`config.mk`:
```
export PLATFORM = sky130hd
export DESIGN_NAME = mem_arbiter
export DESIGN_NICKNAME = d
export VERILOG_FILES = /design/src/rtl/mem_arbiter.sv
export SDC_FILE = /design/constraint.sdc
export NUM_CORES = 1
export LEC_CHECK = 0
export BUFFER_PORTS_ARGS = -buffer_cell sky130_fd_sc_hd__buf_4
export CELL_PAD_IN_SITES_DETAIL_PLACEMENT = 1
export CELL_PAD_IN_SITES_GLOBAL_PLACEMENT = 1
export CORE_MARGIN = 3
export CORE_UTILIZATION = 14
export DETAILED_ROUTE_END_ITERATION = 7
export PLACE_DENSITY = 0.79
export SYNTH_ARGS = -nofsm -noshare
export SYNTH_HDL_FRONTEND = slang
export SYNTH_SLANG_ARGS = --single-unit
```
`constraint.sdc`:
```
create_clock -name CLK -period 1.49 [get_ports CLK]
set_input_delay 0.298 -clock CLK [delete_from_list [all_inputs] [get_ports CLK]]
set_output_delay 0.298 -clock CLK [all_outputs]
set_load 0.02 [all_outputs]
```
`src/rtl/mem_arbiter.sv`:
```
// mem_arbiter: shares one single-port RAM between an instruction cache and a
// data cache. The data cache normally wins contention, and a two-word block
// lock keeps an aligned dcache pair together. A starvation counter hands the
// RAM to the icache after STARVE_MAX consecutive dcache wins over a pending
// icache request.
module mem_arbiter #(
  parameter int STARVE_MAX = 4
) (
  input  logic        CLK,
  input  logic        RST,
  // icache side
  input  logic        iREN,
  input  logic [31:0] iaddr,
  output logic        iwait,
  output logic [31:0] iload,
  // dcache side
  input  logic        dREN,
  input  logic        dWEN,
  input  logic [31:0] daddr,
  input  logic [31:0] dstore,
  output logic        dwait,
  output logic [31:0] dload,
  // RAM side
  output logic        ramREN,
  output logic        ramWEN,
  output logic [31:0] ramaddr,
  output logic [31:0] ramstore,
  input  logic [31:0] ramload,
  input  logic        ramready
);

  localparam int CW = $clog2(STARVE_MAX) + 1;
  localparam logic [CW-1:0] STARVE_LIM = CW'(STARVE_MAX);

  typedef enum logic [1:0] {
    IDLE  = 2'd0,
    IACC  = 2'd1,
    DACC  = 2'd2,
    DHOLD = 2'd3
  } state_t;

  state_t          state, state_next;
  logic [CW-1:0]   starve_cnt, starve_next;
  logic            dreq;

  assign dreq = dREN | dWEN;

  // State register and starvation counter; synchronous reset aborts any access.
  always_ff @(posedge CLK) begin
    // NOTE: registers use non-blocking assignments so every flop samples the
    // pre-edge values; blocking here would create order-dependent races.
    if (RST) begin
      state      <= IDLE;
      starve_cnt <= '0;
    end else begin
      state      <= state_next;
      starve_cnt <= starve_next;
    end
  end

  // Next-state, counter update and RAM request decode.
  always_comb begin
    // NOTE: every output of this block gets a default before the case so no
    // path leaves a signal unassigned, which would infer a latch.
    state_next  = state;
    starve_next = starve_cnt;
    ramREN      = 1'b0;
    ramWEN      = 1'b0;
    ramaddr     = '0;
    ramstore    = '0;

    case (state)
      IDLE: begin
        // dcache wins contention unless the icache has been starved too long.
        if (dreq && !(iREN && starve_cnt == STARVE_LIM)) begin
          state_next = DACC;
          if (iREN && starve_cnt != STARVE_LIM)
            starve_next = starve_cnt + CW'(1);
        end else if (iREN) begin
          state_next  = IACC;
          starve_next = '0;
        end
      end

      IACC: begin
        ramREN  = 1'b1;
        ramaddr = iaddr;
        if (!iREN || ramready)
          state_next = IDLE;
      end

      DACC: begin
        ramaddr  = daddr;
        ramstore = dstore;
        // A simultaneous read and write request is served as a write.
        if (dWEN)
          ramWEN = 1'b1;
        else if (dREN)
          ramREN = 1'b1;

        if (!dreq)
          state_next = IDLE;
        else if (ramready)
          state_next = daddr[2] ? IDLE : DHOLD;
      end

      DHOLD: begin
        // RAM idle for one cycle; the block partner keeps priority over icache.
        state_next = dreq ? DACC : IDLE;
      end

      default: state_next = IDLE;
    endcase
  end

  assign iwait = !(state == IACC && ramready);
  assign dwait = !(state == DACC && ramready);
  assign iload = ramload;
  assign dload = ramload;

endmodule

```
# Word level (Yosys, flattened, before mapping)
# Cells that the tools add are included.
[op_classes] mux=18 reduce_logical=14 shift=0 n_bitwise=1 addsub=1 n_mul=0 div_mod_pow=0 order_cmp=0 n_eq_ne=9
[ops] operator="32-bit case mux with 2 select lines" n=1
[ops] operator="32-bit 2-to-1 mux" n=1
[ops] operator="2-bit 2-to-1 mux" n=7
[ops] operator="3-bit 2-to-1 mux" n=3
[ops] operator="3-bit != test, second input constant" n=3
[ops] operator="2-bit case mux with 4 select lines" n=1
[ops] operator="3-bit AND reduction" n=2
[ops] operator="1-bit logical AND" n=5
[ops] operator="2-bit == test, second input constant" n=2
[ops] operator="1-bit logical NOT" n=4
[ops] operator="1-bit 2-to-1 mux" n=4
[ops] operator="3-bit by 1-bit adder with 3-bit output, second input constant" n=1
[ops] operator="3-bit == test, second input constant" n=1
[ops] operator="2-bit by 1-bit == test with 1-bit output, second input constant" n=1
[ops] operator="2-bit logical NOT" n=1
[ops] operator="2-bit by 1-bit != test with 1-bit output, second input constant" n=1
[ops] operator="2-bit != test, second input constant" n=1
[ops] operator="1-bit case mux with 2 select lines" n=1
[ops] operator="2-bit nonzero test" n=1
[ops] operator="1-bit logical OR" n=1
[ops] operator="1-bit OR" n=1
[word_totals] mem_count=0 rom_bits=0 output_inout_bits=132 inputBits=134 ff_bits=5 mem_bits_rw=0 latchBits=0 word_cells=45

# Logic depth before layout (Yosys ltp)
[logic_depth] ltp_word=6 mapped_depth=7 depth_no_buf=6

# Worst setup path after synthesis
# No wires, ideal clock.
[synth_timing] path_kind="register to output" start="register state[0]" end="output port ramaddr[0]" stages_incl_launch_ff=7 arrival_time_ns=1.398 path_buffers=2 required_time_ns=1.192 path_slack_ns=-0.206 path_cell_list="dfxtp_1 inv_1 ha_1 buf_6 clkbuf_1 a22oi_1 nor2b_1"
[synth_via] elab_chain_len=2 elab_cells_between_ends=3 classes_between="eq/ne: 2; mux: 1"
[synth_lines] element="start: declaration" line="42" rtl="state_t state, state_next;"
[synth_lines] element="start signal: assignment" line="56" rtl="state <= state_next;"
[synth_lines] element="2-bit == test / 2-bit by 1-bit == test with 1-bit output (equally long branches)" line="72" rtl="case (state)"
[synth_lines] element="32-bit case mux with 2 select lines (*)" line="72"
[synth_lines] element="end: declaration" line="26" rtl="output logic [31:0] ramaddr,"
# Mark *: on every way between the ends. The rest lies on a longest branch, timed or not.

# Worst setup path in the final report
[layout_timing] start="register state[0]" end="output port ramREN"
[layout_via] elab_chain_len=2 elab_cells_between_ends=3 classes_between="eq/ne: 2; mux: 1"
[layout_lines] element="2-bit == test / 2-bit by 1-bit == test with 1-bit output (equally long branches)" line="72"
[layout_lines] element="1-bit case mux with 2 select lines (*)" line="72"
[layout_lines] element="end: declaration" line="24" rtl="output logic ramREN,"
# Marks and branches as above.

==> flow_metrics.env <==
export IMPL_status="complete, but fails checks"
export IMPL_violations="setup timing"
export IMPL_ys_types=26
export IMPL_grt_max_degree=19
export IMPL_syn_to_final_growth_pct=129
export IMPL_maxSlewHeadroom_pct=80.2
export IMPL_routed_wl_mm=8.95
export IMPL_clk_path_buf_depth=2
export IMPL_place_gp_congestion=0.772
export IMPL_dieArea_um2=12700
export IMPL_ioPinCount=266
export IMPL_drt_vias_per_instance=4.19
export IMPL_grtUsageTotal_pct=12.6
export IMPL_synthesis_area_um2=1590
export IMPL_num_nets_final=486
export IMPL_cts_root_buf="clkbuf_16"
export IMPL_fin_ws_ps=-312
export IMPL_synth_edff_count=0
export IMPL_synth_common_cells="buf_4 (65), a22oi_1 (33), and2_1 (33)"
export IMPL_final_setup_viol_count=70
export IMPL_clk_pin_slew_ps=30
export IMPL_overflow=0
export IMPL_antenna_found_initial=0
export IMPL_timing_fmax_mhz=555
export IMPL_synth_nets=364
export IMPL_synth_top_area_cell="buf_4"
export IMPL_place_inst=467
export IMPL_worstSkewPairLatency_ps=230
export IMPL_via_count=2030
export IMPL_hold_start="RST"
export IMPL_fp_row_count=38
export IMPL_finalHoldViolCount=0
export IMPL_hold_depth=2
export IMPL_io_buffers=169
export IMPL_instances_no_fill=484
export IMPL_htree_levels=1
export IMPL_power_leakage_nw=1.57
export IMPL_syn_inst=223
export IMPL_powerDensity_nw_per_um2=748
export IMPL_whs_ps=273
export IMPL_drv_cap=0
export IMPL_grt_pass1_vias=2237
export IMPL_critPathMaxFanout=5
export IMPL_synth_top_area_share_pct=30.7
export IMPL_worstHoldEndpoint="state[1]$_SDFFE_PP0P_"
export IMPL_yosysWarnings=0
export IMPL_setup_worst_path_end_class="output port"
export IMPL_avgSynthCellArea_um2=7.12
export IMPL_drc=0
export IMPL_worstSetupPathType="flip-flop to output port"
export IMPL_synth_seq_area_share_pct=6.30
export IMPL_tritoncts_num_buffers=3
export IMPL_grt_pass1_wl_mm=12.5
export IMPL_dr_pass1_iters=4
export IMPL_rsz0062_at_grt="yes"
export IMPL_antenna_cells=0
export IMPL_core_um2=11000
export IMPL_place_ws_ps=-212
export IMPL_synth_seq_cells=5
export IMPL_dpl_hpwl_mm=6.03
export IMPL_reg2reg_slack_ps=-240
export IMPL_cp_required_ps=1190
export IMPL_peakVddDrop_uv=304
export IMPL_wl_per_cell_um=18.5
export IMPL_holdBufCountCts=0
export IMPL_async_flop_share_pct=0
export IMPL_die_height_um=112
export IMPL_drive_gt1_share_pct=90.1
export IMPL_crit_arrival_ps=1500
export IMPL_ant_nets=0
export IMPL_ys_flop_type="dfxtp_1"
export IMPL_period_needed_ps=1800
export IMPL_ys_top_cells_by_area="buf_4 (31%), a22oi_1 (16%), and2_1 (13%)"
export IMPL_min_period_over_period_pct=121
export IMPL_synth_most_common_cell="buf_4"
export IMPL_r2r_start="state[0]$_SDFFE_PP0P_"
export IMPL_hp_class="primary input to flip-flop"
export IMPL_die_w_um=112
export IMPL_clock_sinks=5
export IMPL_skew_ps=0.400
export IMPL_worst_pin_slew_ps=296
export IMPL_cts_tree="yes"
export IMPL_worstRegToRegCells=7
export IMPL_initial_core_util_pct=14.5
export IMPL_drt_iter0_markers=82
export IMPL_r2r_end="state[1]$_SDFFE_PP0P_"
export IMPL_start_kind="flip-flop"
export IMPL_slew_viol_final=0
-- what timing repair did --
item	4_1_cts	5_1_grt
setup endpoints to repair	70	70
resized for setup	145	20
buffers inserted	6	3
pin swaps	11	6
gates cloned	3	4
hold endpoints to repair	0	0
-- power breakdown --
group / total (W) / internal, W / switching, W
Clock: 0.000442 / 0.000354 / 0.0000876
Combinational: 0.00211 / 0.00121 / 0.000906
Sequential: 0.000168 / 0.000150 / 0.0000187
-- sequential cells by signal, summed over array words and instances, names as in the netlist --
signal / cells
starve_cnt: 3
state: 2
-- per-stage QoR --
stage / total power, W / setup TNS, ps / util (%) / area [um^2]
6_report: 0.00273 / -14430 / 33.2 / 3640
5_1_grt: 0.00288 / -17900 / 33.2 / 3640
4_1_cts: 0.00256 / -13360 / 31.6 / 3470
3_5_place_dp: 0.00163 / -8460 / 24.9 / 2730
3_3_place_gp: 0.00159 / -6080 / 24.9 / 2730
2_1_floorplan: 0.00118 / -390 / - / 1710
-- placed cells by master, fill, tap and decap left out, drive strengths merged, types with 2 or more instances in the layout --
cell type	count
nor2	3
clkbuf	8
a21oi	5
and2	33
o21ai	3
nand2	5
nand4	2
a22oi	33
buf	191
dfxtp	5
inv	5
nor2b	32
nand3b	2
ha	7
-- per-layer routing --
metal  global-route usage [%]  share of wire, %  vias up
met3                     2.86               7.1       31
met2                     24.9                56      112
li1                         -                 -      932
met1                     12.2                34      955
met4                     5.69               2.8        0
met5                        0                 0        -
-- cells by family (layout without fill, tap and decap cells) --
family / Yosys count / after routing / synth area share, %
adders and majority gates: 7 / 7 / 5.52
buffers and inverters: 83 / 204 / 35.5
AOI/OAI and AO/OA: 46 / 46 / 21.0
DFF: 5 / 5 / 6.30
and+or+nand+nor: 82 / 82 / 31.7
-- final cells by class --
cell class                      count  area, um^2
Clock buffer                        4        78.8
Fill cell                        1232        7340
Inverter                            5        26.3
Multi-Input combinational cell    135        1340
Sequential cell                     5         108
Tap cell                          140         175
Timing Repair Buffer              195        1920
-- worst max path at each step --
stage | startpoint | to | slack, ps | depth (start not counted)
final | state[0]$_SDFFE_PP0P_ | ramREN | -310 | 6
after global placement | state[0]$_SDFFE_PP0P_ | ramaddr[15] | -140 | 6
after global routing | state[0]$_SDFFE_PP0P_ | ramREN | -350 | 6
after floorplan | state[1]$_SDFFE_PP0P_ | state[1]$_SDFFE_PP0P_ | -20 | 7
after detailed placement | state[0]$_SDFFE_PP0P_ | ramaddr[20] | -210 | 6
after CTS | state[0]$_SDFFE_PP0P_ | ramaddr[20] | -260 | 6
-- worst max-delay path, stage by stage (launching register included) --
cell	delay [ps]
dfxtp_4	370
inv_6	50
ha_4	210
buf_6	140
and3b_1	180
o21a_1	190
buf_6	130
Note: power is estimated with default switching activity, not from simulation.
